==> config.mk <==
export PLATFORM = sky130hd
export DESIGN_NAME = mem_arbiter
export DESIGN_NICKNAME = d
export VERILOG_FILES = /design/src/rtl/mem_arbiter_pkg.sv /design/src/rtl/mem_arb_pick.sv /design/src/rtl/mem_arbiter.sv
export SDC_FILE = /design/constraint.sdc
export NUM_CORES = 1
export LEC_CHECK = 0
export CAP_MARGIN = 0
export CORE_AREA = 2 2 581 583
export DETAILED_ROUTE_END_ITERATION = 16
export DIE_AREA = 0 0 583 585
export GPL_TIMING_DRIVEN = 0
export SLEW_MARGIN = 0
export SYNTH_ARGS = -nofsm -noshare
export SYNTH_HDL_FRONTEND = slang
export SYNTH_SLANG_ARGS = --single-unit
==> constraint.sdc <==
create_clock -name clk -period 6.2 [get_ports clk]
set_input_delay 0.62 -clock clk [delete_from_list [all_inputs] [get_ports clk]]
set_output_delay 0.62 -clock clk [all_outputs]
set_load 0.03 [all_outputs]
==> src/rtl/mem_arbiter_pkg.sv <==
// mem_arbiter_pkg
//   Shared types for the memory-port arbiter: physical pointer and cacheline
//   types, the arbiter FSM state and client enums, the default memory latency,
//   and a helper that strips the byte offset from an address.
package mem_arbiter_pkg;

   localparam int unsigned PPTR_W              = 32;
   localparam int unsigned LINE_W              = 256;
   localparam int unsigned LINE_OFFSET_W       = $clog2(LINE_W / 8);
   localparam int unsigned MEM_LATENCY_DEFAULT = 5;

   typedef logic [PPTR_W-1:0] pptr_t;
   typedef logic [LINE_W-1:0] cacheline_t;

   typedef enum logic [2:0] {
      IDLE,
      WAIT,
      ISSUE,
      RESP,
      DELIVER
   } arb_state_t;

   typedef enum logic {
      CLIENT_IC,
      CLIENT_DC
   } arb_client_t;

   // Tag + index portion of an address; two addresses with equal results
   // name the same cacheline.
   function automatic logic [PPTR_W-LINE_OFFSET_W-1:0] line_index(input pptr_t addr);
      return addr[PPTR_W-1:LINE_OFFSET_W];
   endfunction

endpackage

==> src/rtl/mem_arb_pick.sv <==
// mem_arb_pick
//   Combinational grant selection between the icache and dcache miss requests.
//   Build option MEM_ARB_RR_EN:
//     defined   - round-robin: on a simultaneous request the client not served
//                 last wins; the last-served pointer updates on every grant.
//     undefined - fixed priority, dcache beats icache; no state.
// Ports
//   clk, rst      clock / synchronous active-high reset (round-robin build only)
//   grant_take    arbiter is consuming the grant this cycle (round-robin build only)
//   ic_req        icache request
//   dc_req        dcache request
//   grant_valid   at least one request pending
//   grant_client  selected client
module mem_arb_pick
   import mem_arbiter_pkg::*;
(
`ifdef MEM_ARB_RR_EN
   input  logic        clk,
   input  logic        rst,
   input  logic        grant_take,
`endif
   input  logic        ic_req,
   input  logic        dc_req,
   output logic        grant_valid,
   output arb_client_t grant_client
);

   assign grant_valid = ic_req | dc_req;

`ifdef MEM_ARB_RR_EN
   arb_client_t last_q;
   arb_client_t last_d;

   always_comb begin
      grant_client = CLIENT_IC;
      last_d       = last_q;
      if (ic_req && dc_req) begin
         grant_client = (last_q == CLIENT_IC) ? CLIENT_DC : CLIENT_IC;
      end else if (dc_req) begin
         grant_client = CLIENT_DC;
      end
      if (grant_take) begin
         last_d = grant_client;
      end
   end

   // Reset value "icache served last" makes the first contested grant go to dcache.
   always_ff @(posedge clk) begin
      if (rst) begin
         last_q <= CLIENT_IC;
      end else begin
         last_q <= last_d;
      end
   end
`else
   always_comb begin
      grant_client = CLIENT_IC;
      if (dc_req) begin
         grant_client = CLIENT_DC;
      end
   end
`endif

endmodule

==> src/rtl/mem_arbiter.sv <==
// mem_arbiter
//   Request-side initiator for the line-granular main-memory port. Arbitrates
//   icache and dcache misses (with optional dcache dirty writeback) onto the
//   single mem_req_*/mem_rec_* interface, inserts a fixed wait of MEM_LATENCY
//   cycles before issuing, and routes the returned line to the granted cache.
//   One transaction in flight. All outputs are registered.
//   Build option MEM_ARB_RR_EN selects round-robin arbitration (see mem_arb_pick);
//   default build is fixed priority, dcache first.
// Ports
//   clk, rst                       clock, synchronous active-high reset
//   ic_req/ic_addr                 icache miss request and fill address
//   ic_fill_en/ic_fill_line        one-cycle fill strobe and data to icache
//   dc_req/dc_addr                 dcache miss request and fill address
//   dc_wb/dc_wb_addr/dc_wb_line    dirty victim writeback (qualified by dc_req)
//   dc_fill_en/dc_fill_line        one-cycle fill strobe and data to dcache
//   mem_req_ren/mem_req_raddr      memory read request
//   mem_req_wen/mem_req_waddr/
//   mem_req_wcacheline             memory write request
//   mem_rec_en/mem_rec_addr/
//   mem_rec_cacheline              memory response
//
// state   | meaning
// IDLE    | no transaction; grant a pending request and latch it
// WAIT    | down-counting modelled memory latency
// ISSUE   | read (and optional writeback) presented to memory for one cycle
// RESP    | waiting for a response whose address matches the latched fill address
// DELIVER | fill strobe to the owning cache for one cycle
module mem_arbiter
   import mem_arbiter_pkg::*;
#(
   parameter int unsigned MEM_LATENCY = MEM_LATENCY_DEFAULT
) (
   input  logic       clk,
   input  logic       rst,
   input  logic       ic_req,
   input  pptr_t      ic_addr,
   output logic       ic_fill_en,
   output cacheline_t ic_fill_line,
   input  logic       dc_req,
   input  pptr_t      dc_addr,
   input  logic       dc_wb,
   input  pptr_t      dc_wb_addr,
   input  cacheline_t dc_wb_line,
   output logic       dc_fill_en,
   output cacheline_t dc_fill_line,
   output logic       mem_req_ren,
   output pptr_t      mem_req_raddr,
   output logic       mem_req_wen,
   output pptr_t      mem_req_waddr,
   output cacheline_t mem_req_wcacheline,
   input  logic       mem_rec_en,
   input  pptr_t      mem_rec_addr,
   input  cacheline_t mem_rec_cacheline
);

   localparam int unsigned CNT_W = (MEM_LATENCY == 0) ? 1 : $clog2(MEM_LATENCY + 1);

   arb_state_t  state_q,   state_d;
   logic [CNT_W-1:0] cnt_q, cnt_d;
   arb_client_t owner_q,   owner_d;
   pptr_t       addr_q,    addr_d;
   logic        wb_q,      wb_d;
   pptr_t       wb_addr_q, wb_addr_d;
   cacheline_t  wb_line_q, wb_line_d;

   logic        ic_fill_en_q,   ic_fill_en_d;
   cacheline_t  ic_fill_line_q, ic_fill_line_d;
   logic        dc_fill_en_q,   dc_fill_en_d;
   cacheline_t  dc_fill_line_q, dc_fill_line_d;
   logic        ren_q,   ren_d;
   pptr_t       raddr_q, raddr_d;
   logic        wen_q,   wen_d;
   pptr_t       waddr_q, waddr_d;
   cacheline_t  wline_q, wline_d;

   logic        grant_valid;
   arb_client_t grant_client;

`ifdef MEM_ARB_RR_EN
   logic grant_take;
   assign grant_take = (state_q == IDLE) && grant_valid;

   mem_arb_pick u_pick (
      .clk          (clk),
      .rst          (rst),
      .grant_take   (grant_take),
      .ic_req       (ic_req),
      .dc_req       (dc_req),
      .grant_valid  (grant_valid),
      .grant_client (grant_client)
   );
`else
   mem_arb_pick u_pick (
      .ic_req       (ic_req),
      .dc_req       (dc_req),
      .grant_valid  (grant_valid),
      .grant_client (grant_client)
   );
`endif

   always_comb begin
      state_d        = state_q;
      cnt_d          = cnt_q;
      owner_d        = owner_q;
      addr_d         = addr_q;
      wb_d           = wb_q;
      wb_addr_d      = wb_addr_q;
      wb_line_d      = wb_line_q;
      ic_fill_en_d   = 1'b0;
      ic_fill_line_d = '0;
      dc_fill_en_d   = 1'b0;
      dc_fill_line_d = '0;
      ren_d          = 1'b0;
      raddr_d        = '0;
      wen_d          = 1'b0;
      waddr_d        = '0;
      wline_d        = '0;

      case (state_q)
         IDLE: begin
            if (grant_valid) begin
               owner_d = grant_client;
               if (grant_client == CLIENT_DC) begin
                  addr_d    = dc_addr;
                  wb_d      = dc_wb;
                  wb_addr_d = dc_wb_addr;
                  wb_line_d = dc_wb_line;
               end else begin
                  addr_d    = ic_addr;
                  wb_d      = 1'b0;
                  wb_addr_d = '0;
                  wb_line_d = '0;
               end
               if (MEM_LATENCY == 0) begin
                  state_d = ISSUE;
               end else begin
                  state_d = WAIT;
                  cnt_d   = CNT_W'(MEM_LATENCY);
               end
            end
         end
         WAIT: begin
            if (cnt_q != '0) begin
               cnt_d = cnt_q - CNT_W'(1);
            end
            // <= rather than == so a corrupted zero count cannot lock the FSM
            if (cnt_q <= CNT_W'(1)) begin
               state_d = ISSUE;
            end
         end
         ISSUE: begin
            state_d = RESP;
         end
         RESP: begin
            if (mem_rec_en && (mem_rec_addr == addr_q)) begin
               state_d = DELIVER;
               if (owner_q == CLIENT_DC) begin
                  dc_fill_en_d   = 1'b1;
                  dc_fill_line_d = mem_rec_cacheline;
               end else begin
                  ic_fill_en_d   = 1'b1;
                  ic_fill_line_d = mem_rec_cacheline;
               end
            end
         end
         DELIVER: begin
            state_d = IDLE;
         end
         default: begin
            state_d = IDLE;
         end
      endcase

      // ISSUE is always left after one cycle, so this fires only on entry and
      // the registered request lines are high exactly during ISSUE.
      if (state_d == ISSUE) begin
         ren_d   = 1'b1;
         raddr_d = addr_d;
         if (wb_d) begin
            wen_d   = 1'b1;
            waddr_d = wb_addr_d;
            wline_d = wb_line_d;
         end
      end
   end

   always_ff @(posedge clk) begin
      if (rst) begin
         state_q        <= IDLE;
         cnt_q          <= '0;
         owner_q        <= CLIENT_IC;
         addr_q         <= '0;
         wb_q           <= 1'b0;
         wb_addr_q      <= '0;
         wb_line_q      <= '0;
         ic_fill_en_q   <= 1'b0;
         ic_fill_line_q <= '0;
         dc_fill_en_q   <= 1'b0;
         dc_fill_line_q <= '0;
         ren_q          <= 1'b0;
         raddr_q        <= '0;
         wen_q          <= 1'b0;
         waddr_q        <= '0;
         wline_q        <= '0;
      end else begin
         state_q        <= state_d;
         cnt_q          <= cnt_d;
         owner_q        <= owner_d;
         addr_q         <= addr_d;
         wb_q           <= wb_d;
         wb_addr_q      <= wb_addr_d;
         wb_line_q      <= wb_line_d;
         ic_fill_en_q   <= ic_fill_en_d;
         ic_fill_line_q <= ic_fill_line_d;
         dc_fill_en_q   <= dc_fill_en_d;
         dc_fill_line_q <= dc_fill_line_d;
         ren_q          <= ren_d;
         raddr_q        <= raddr_d;
         wen_q          <= wen_d;
         waddr_q        <= waddr_d;
         wline_q        <= wline_d;
      end
   end

   assign ic_fill_en         = ic_fill_en_q;
   assign ic_fill_line       = ic_fill_line_q;
   assign dc_fill_en         = dc_fill_en_q;
   assign dc_fill_line       = dc_fill_line_q;
   assign mem_req_ren        = ren_q;
   assign mem_req_raddr      = raddr_q;
   assign mem_req_wen        = wen_q;
   assign mem_req_waddr      = waddr_q;
   assign mem_req_wcacheline = wline_q;

   // A response for some other line is dropped; flag it, since the fill then stalls.
   a_rec_addr_match: assert property (@(posedge clk) disable iff (rst)
      (state_q == RESP && mem_rec_en) |-> (mem_rec_addr == addr_q));

   // Writeback and fill of the same line in one transaction would return stale data.
   a_wb_distinct_line: assert property (@(posedge clk) disable iff (rst)
      (state_q == IDLE && grant_valid && grant_client == CLIENT_DC && dc_wb)
      |-> (line_index(dc_wb_addr) != line_index(dc_addr)));

endmodule
======== Yosys cells after proc, flatten, opt, wreduce, memory -nomap -nowiden ========
Cells that the tools add are included.
word-level totals
  register bits after elaboration ......... 1164
  input port bits ......................... 646
  output and inout port bits .............. 836
  logic and storage cells ................. 66
cells by class
  add/sub/neg operators ................... 1
  order comparisons ....................... 1
  eq/ne operators ......................... 7
  mux-type cells .......................... 24
  bitwise gates (word level) .............. 6
  reductions and logical operators ........ 11
operators with widths
  kind                   number
  $mux W256              3
  $mux W32               6
  $eq A32 B32 Y1         1
  $mux W3                5
  $pmux W3 S4            1
  $eq A3 B2 Y1 const B   3
  $mux W1                8
  $reduce_or A4 Y1       2
  $pmux W3 S2            1
  $reduce_or A3 Y1       2
  $not A1 Y1             5
  $ne A2 B2 Y1 const B   2
  $eq A3 B1 Y1 const B   1
  $le A3 B1 Y1 const B   1
  $logic_not A3 Y1       1
  $reduce_and A3 Y1      1
  $reduce_bool A3 Y1     1
  $sub A3 B1 Y3 const B  1
  $reduce_and A2 Y1      1
  $reduce_bool A2 Y1     1
  $reduce_or A2 Y1       1
  $logic_and A1 B1 Y1    1
  $or A1 B1 Y1           1

======== Logic depth before layout (Yosys ltp) ========
Gate-level depths: netlist of the first run.
  depth after elaboration ................. 7
  depth in mapped cells ................... 10
  mapped depth without buffers ............ 6

======== Modules after synthesis ========
A second synthesis of the first run with hierarchy kept.
unflattened totals
  cells, all modules ...................... 3685
  area, all modules ....................... 36376.1 sq um
modules (own cells, without submodules)
  module        instances  cells an instance  area an instance (sq um)  sequential area each (sq um)
  mem_arbiter   1          3683               36362.4                   23302.3
  mem_arb_pick  1          2                  13.8                      0.0

======== Worst setup path before layout of the first run ========
Ideal clock, no wire load.
  path kind ............................... input to register
  from .................................... input dc_req
  to ...................................... register waddr_q[5], in the netlist mem_req_waddr[5]
  library setup time ...................... 0.065 ns
  arrival ................................. 2.103 ns
  data required time ...................... 6.135 ns
  path slack .............................. 4.033 ns
  cell stages on the path ................. 7
  buffers on the path ..................... 4
  path through ............................ clkbuf_1 > o21ai_0 > clkbuf_1 > clkbuf_1 > clkbuf_1 > a22oi_1 > nor2_1
on the way
  cells in the longest elaborated chain, start to end .. 6
  elaborated cells on any way between the ends .. 14
  classes of those cells .................. 1 x eq/ne; 9 x mux; 3 x bitwise; 1 x reduce/logical
RTL lines
  what                                            RTL line                                source
  start: declaration                              mem_arbiter.sv:39                       input logic dc_req,
  $or A1 B1 Y1 / $mux W1 (equally long branches)  mem_arb_pick.sv:28, mem_arb_pick.sv:58
  $mux W3 / $mux W1 (equally long branches)       mem_arbiter.sv:121, mem_arbiter.sv:123
  $pmux W3 S4 / $mux W1 (equally long branches)   mem_arbiter.sv:119, mem_arbiter.sv:121
  $eq A3 B2 Y1 / $mux W1 (equally long branches)  mem_arbiter.sv:176, mem_arbiter.sv:119
  $not A1 Y1 (no source line)                     -
  $reduce_or A3 Y1 (no source line)               -
  end signal: assignment                          mem_arbiter.sv:220                      waddr_q <= waddr_d;
  end: declaration                                mem_arbiter.sv:73                       pptr_t waddr_q, waddr_d;
Parallel ways exist; a longest one is shown, timed or not.
A chain may end at the register's enable or synchronous reset.

======== Worst setup path in the final report of the first run ========
  from .................................... register addr_q[17]
  to ...................................... register dc_fill_line_q[113], in the netlist dc_fill_line[113]
on the way
  cells in the longest elaborated chain, start to end .. 4
RTL lines
  what                               RTL line            source
  start: declaration                 mem_arbiter.sv:61   pptr_t addr_q, addr_d;
  start signal: assignment           mem_arbiter.sv:209  addr_q <= addr_d;
  $eq A32 B32 Y1                     mem_arbiter.sv:155  if (mem_rec_en && (mem_rec_addr == addr_q)) begin
  $logic_and A1 B1 Y1                mem_arbiter.sv:155
  $not A1 Y1 (no source line)        -
  $reduce_or A4 Y1 (no source line)  -
  end signal: assignment             mem_arbiter.sv:216  dc_fill_line_q <= dc_fill_line_d;
  end: declaration                   mem_arbiter.sv:69   cacheline_t dc_fill_line_q, dc_fill_line_d;
No other way between the ends.

==> results by group, run 1 <==
Status
  • Status: completed

STA
  • Final setup vio count: 0
  • Final Hold Vio Count: 0
  • Final Slew Violations: 0
  • Setup Skew: 78.5 ps
  • Period utilisation layout: 78.2%
  • TNS Setup: 0 ps
  • Unrepaired setup endpoints after global routing: false
  • Fmax achieved: 206 MHz
  • Slew margin rel.: 7.12%
  • Crit path time final: 4850 ps
  • Measured slew at the worst slew-check pin: 1350 ps

Pwr
  • Leak Pwr: 21.6 nW
  • P per Cell Area: 333 nW/um2
  • Power after layout: 20.0 mW
  • Worst VDD drop: 0.212 mV

Logic synthesis
  • Synth Cell Area: 34200 um2
  • Synth Instances: 3310
  • Yosys top cell by area: dfxtp_1
  • Synth area leaders: dfxtp_1 68%, nor3_1 7.5%, a22oi_1 6.3%, nor2_1 6.3%, inv_1 2.9%
  • Unique masters post-synth: 37
  • Seq cells post-synth: 1164
  • Syn Nets: 3959
  • Share of the synthesized area in the top cell type: 68.2%
  • Sequential cell area fraction in the yosys report: 68.2%
  • Mapped Avg Cell Area: 10.3 um2
  • Syn. warnings: 0

Die
  • Die X: 583 um
  • DIE AREA: 341000 um2
  • Core area: 335000 um2
  • FP Rows: 213
  • Initial Util: 10.2%
  • I/O pins: 1482
  • Die height: 585 um

Clocking
  • TritonCTS buffer count: 148
  • Clock Path Buffers: 4
  • Clock Latency Late Sink: 860 ps
  • CTS Hold Buffers Added: 0
  • Setup Fix Bufs, Post-CTS: 0
  • Worst-path clk slew: 60 ps
  • Clk sinks: 1164
  • Clock Root Buffer: clkbuf_16
  • Cts repair resizes: 0
  • CTS tree: done
  • H-tree depth: 4

Flow run
  • Total of max-cap violations: 0

Critical path
  • RR Startpoint: addr_q[17]
  • Crit Path Class: reg -> reg
  • Setup crit end: dc_fill_line[113]
  • WP data required: 6870 ps
  • Worst setup path start: addr_q[17]
  • Crit path DAT: 5520 ps
  • R2R depth: 8
  • Worst reg2reg setup slack: 1350 ps
  • Slowest stage cell, crit path: nor4_1
  • Crit-path cells: xnor2_1 > nand4_1 > nor4_1 > nand4_1 > clkbuf_2 > clkbuf_1 > clkbuf_1 > nor3_1
  • CP Capture Type: flop
  • Crit path launch type: flop
  • R2r endpoint: dc_fill_line[113]
  • Critical Path Fanout Max: 10
  • CP max stage delay: 860 ps

Place
  • # port buffers: 1480
  • Placer congestion estimate: 0.939
  • HPWL after detailed placement: 277000 um

Routing
  • Drt via density: 3.37
  • DRT iter0 DRCs: 2363
  • Wire length per cell: 32.8 um
  • DR vias: 32300
  • DR pass1 iterations: 6
  • Drc violations: 0
  • Routed wire length: 314000 um
  • ANT nets after route: 0

Worst hold path
  • Hold Path Class: in -> reg

Finish
  • Synth-to-layout area growth: 75.3%
  • Most frequent cells in the layout: 1480 x clkdlybuf4s50_1, 1164 x dfxtp_1, 571 x nor2_1, 515 x nor3_1, 289 x a22oi_1
  • Layout cells sized above 1: 8.21%
  • Most common cell after layout, fill and taps aside: clkdlybuf4s50_1
  • Layout Nets: 5589
  • Fillers: 37300

Global routing
  • Gr usage total: 17.6%
  • Initial antenna violation count: 249
  • Largest net degree at the start of global routing: 14
  • First-pass GRT wire length: 374000 um
  • Vias in the first global route: 30500
  • Gr ovfl total: 0
==> report_power, final <==
group	switching (mW)	leakage, nW	internal [mW]
Clock	3.77	2.50	5.46
Combinational	1.96	9.63	0.896
Sequential	0.107	9.42	7.78
Total	5.84	21.6	14.1
==> flip-flops by register name (all words and copies together), names as in the netlist <==
name / cells
addr_q: 32
cnt_q: 3
dc_fill_en: 1
dc_fill_line: 256
ic_fill_en: 1
ic_fill_line: 256
mem_req_raddr: 32
mem_req_ren: 1
mem_req_waddr: 32
mem_req_wcacheline: 256
mem_req_wen: 1
owner_q: 1
state_q: 3
wb_addr_q: 32
wb_line_q: 256
wb_q: 1
==> worst min-delay path by stage <==
stage	startpoint	cells past startpoint	endpoint	slack, ps
3_5_place_dp	wb_q	2	wb_q	480
3_3_place_gp	wb_q	2	wb_q	470
4_1_cts	mem_rec_cacheline[254]	3	dc_fill_line[254]	230
6_report	mem_rec_cacheline[10]	3	ic_fill_line[10]	330
5_1_grt	mem_rec_cacheline[10]	3	dc_fill_line[10]	280
2_1_floorplan	wb_q	2	wb_q	450
==> through the flow <==
stage | cells | cell area [um2] | util [%] | setup slack (ps) | hold slack [ps]
5_1_grt | 9505 | 59700 | 17.8 | 1290 | 280
3_3_place_gp | 9197 | 54500 | 16.3 | 110 | 470
6_report | 9571 | 59900 | 17.9 | 1350 | 327
2_1_floorplan | 3310 | 34200 | - | 4030 | 453
3_5_place_dp | 9197 | 54500 | 16.3 | 517 | 477
4_1_cts | 9459 | 59600 | 17.8 | 1220 | 228
==> cell type report <==
| cell class | instances | area, um2 | share of cell area [%] |
|---|---|---|---|
| Clock buffer | 191 | 4080 | 6.80 |
| Clock inverter | 71 | 1030 | 1.72 |
| Multi-Input combinational cell | 1619 | 8650 | 14.4 |
| Timing Repair Buffer | 1480 | 14800 | 24.7 |
| Buffer | 261 | 1250 | 2.08 |
| Tap cell | 4407 | 5510 | 9.20 |
| Inverter | 266 | 998 | 1.67 |
| Sequential cell | 1164 | 23300 | 38.9 |
| Antenna cell | 112 | 280 | 0.468 |
==> Yosys cell counts, drive strengths merged <==
cell type / number
mux2i: 32
nor3: 515
and2: 2
nand4: 6
nor2: 681
or3: 1
clkbuf: 205
o31ai: 1
ha: 3
nor4: 4
or3b: 2
inv: 265
buf: 56
a21boi: 1
a211oi: 1
or2: 1
dfxtp: 1164
and4: 1
o311ai: 1
and3: 1
a21oi: 37
clkinv: 1
nand2: 1
o21a: 1
xor2: 12
o21ai: 2
or4: 1
xnor2: 21
a31oi: 1
nand3: 1
a22oi: 289
==> critical path: cells and delay by family, from the launching register on <==
kind / cells / cell delay, ps
AND/OR/NAND/NOR: 4 / 2240
XOR/XNOR: 1 / 210
buffers and inverters: 3 / 1820
flip-flops: 1 / 320
==> cell families after synthesis <==
group,after synthesis,share of synthesized area [%]
buffers and inverters,527,6.53
XOR/XNOR,33,0.845
AND/OR/NAND/NOR,1217,16.4
flip-flops,1164,68.2
AO/OA/AOI/OAI,334,7.05
multiplexers,32,0.937
adder cells (fa/ha/maj),3,0.110
==> per-layer routing <==
layer	share of wire [%]	GRT usage, %
met4	5.2	8.46
met5	0.37	0
met1	36	19.2
met3	15	11.3
met2	43	26.3
Note: power is estimated with default switching activity, not from simulation.
==> run 2, diff against run 1 <==
- CORE_AREA: 2 2 581 583 -> 2 2 578 580
- DIE_AREA: 0 0 583 585 -> 0 0 580 582
- clock period: 6.2 -> 4.3 ns (I/O delays scaled with it)
==> run 2 against run 1 <==
Count of clock-buffer cells in the layout fell by 2. Final cell count fell by 0.60%. Power rose by 41%. Via count fell by 1.1%. Hold slack got worse by 190 ps. Sequential cell count did not move. Clock skew fell by 20 ps. Combinational power rose by 45%. Global-route usage rose by 0.39 points. Sequential power rose by 44%. First-iteration DRC count fell by 1.5%. Die area fell by 1.0%. Critical endpoint is now ic_fill_line[15]. Largest cell class unchanged. Highest routed layer unchanged.
==> results by group, run 2 (synthesized netlist as in run 1, its figures left out) <==
Status
  • Status: completed

Worst hold path
  • Hold Path Class: in -> reg

Finish
  • Most frequent cells in the layout: 1480 x clkdlybuf4s50_1, 1164 x dfxtp_1, 571 x nor2_1, 513 x nor3_1, 289 x a22oi_1
  • Synth-to-layout area growth: 74.1%
  • Final Core Density: 17.9%
  • Final Non-Filler Cells: 9514
  • Layout Nets: 5590
  • Most common cell after layout, fill and taps aside: clkdlybuf4s50_1
  • Layout cells sized above 1: 8.20%

Critical path
  • WP data required: 4920 ps
  • Worst reg2reg setup slack: 110 ps
  • CP Capture Type: flop
  • Crit path DAT: 4810 ps
  • Critical Path Fanout Max: 10
  • Crit path launch type: flop
  • Crit Path Class: reg -> reg

Pwr
  • P per Cell Area: 475 nW/um2
  • Leak Pwr: 21.4 nW
  • Worst VDD drop: 0.316 mV
  • Power after layout: 28.3 mW

Global routing
  • GR Util met1: 19.2%
  • Gr usage total: 18.0%
  • Gr busiest metal: met2
  • Met2 usage: 27.8%
  • Met3 GRT Util: 11.8%
  • Gr ovfl total: 0
  • Largest net degree at the start of global routing: 14
  • Initial antenna violation count: 215
  • First-pass GRT wire length: 380000 um
  • Vias in the first global route: 31100

Die
  • DIE AREA: 338000 um2
  • I/O pins: 1482
  • Die height: 582 um
  • Initial Util: 10.3%
  • Die X: 580 um
  • FP Rows: 212
  • Core area: 332000 um2

STA
  • Setup Skew: 58.3 ps
  • Crit path time final: 4190 ps
  • Final Hold Vio Count: 0
  • Period utilisation layout: 97.3%
  • Unrepaired setup endpoints after global routing: false
  • Final setup vio count: 0
  • WHS: 140 ps
  • Slew margin rel.: 3.37%
  • Measured slew at the worst slew-check pin: 1450 ps
  • Final Slew Violations: 0
  • Fmax achieved: 239 MHz

Clocking
  • TritonCTS buffer count: 147
  • Clk sinks: 1164
  • H-tree depth: 4
  • Clock Path Buffers: 4
  • CTS tree: done
  • Clock Root Buffer: clkbuf_16
  • Clock Latency Late Sink: 860 ps
  • Worst-path clk slew: 60 ps

Place
  • Placed Cells incl. Taps: 9178
  • Placer congestion estimate: 0.958
  • HPWL after detailed placement: 279000 um
  • # port buffers: 1480

Routing
  • Drc violations: 0
  • Wire length per cell: 33.1 um
  • DR vias: 31900
  • ANT nets after route: 0
  • DR pass1 iterations: 5
  • Drt via density: 3.35
  • Routed wire length: 315000 um
  • DRT iter0 DRCs: 2328

Flow run
  • Total of max-cap violations: 0
[run 2: cell count changes in the layout (fill, tap and decap cells not counted), moves of 2 or more]
cell,delta
inv_6,-3
nor3_1,-2
clkbuf_2,-3
clkbuf_1,+3
clkinv_2,+5
bufinv_16,-9
nor3_2,+2
inv_16,-3
clkinvlp_4,+8
diode_2,-36
[run 2: path summary, 6_finish.rpt]
path         cells past startpoint              startpoint           endpoint
max reg2reg                      9               addr_q[5]   ic_fill_line[15]
max                              9               addr_q[5]   ic_fill_line[15]
min reg2reg                      2          wb_line_q[110]     wb_line_q[110]
min                              3  mem_rec_cacheline[248]  dc_fill_line[248]
[run 2: routing by layer]
metal	share of wire [%]	vias up
li1	-	14200
met2	43	1983
met1	36	15000
met4	4.8	144
met3	16	531
met5	0.29	-
[run 2: timing repair]
action,4_1_cts,5_1_grt
hold buffers,0,0
setup buffers,1,0
resized for setup,5,6
cloned,0,0
setup endpoints to repair,478,8
pin swaps,1,0
[run 2: through the flow]
| stage | instance area [um2] | setup WS, ps | setup TNS, ps |
|---|---|---|---|
| 6_report | 59500 | 115 | 0 |
| 5_1_grt | 59400 | 20.7 | 0 |
| 4_1_cts | 59300 | 108 | 0 |
| 3_5_place_dp | 54500 | -1820 | -538560 |
| 3_3_place_gp | 54500 | -1840 | -547570 |
| 2_1_floorplan | 34200 | 2320 | 0 |
[run 2: cell type report]
class / count / area (um2)
Inverter: 266 / 998
Timing Repair Buffer: 1482 / 14800
Clock buffer: 189 / 4040
Clock inverter: 70 / 747
Tap cell: 4387 / 5490
Buffer: 261 / 1240
Fill cell: 36900 / 272000
Sequential cell: 1164 / 23300
Multi-Input combinational cell: 1619 / 8680
Antenna cell: 76 / 190
[run 2: critical path: stages (launching register included)]
cell and delay (ps):
dfxtp_1 660, xor2_1 200, nor4_1 80, and4_1 310
nand4_1 140, buf_4 210, clkbuf_2 510, clkbuf_1 620
clkbuf_1 930, nor3_1 270
[run 2: where the power goes]
group / switching (mW) / internal [mW] / leakage [nW]
clock: 5.48 / 7.24 / 2.33
combinational: 2.84 / 1.30 / 9.65
sequential: 0.174 / 11.2 / 9.42
total: 8.50 / 19.8 / 21.4
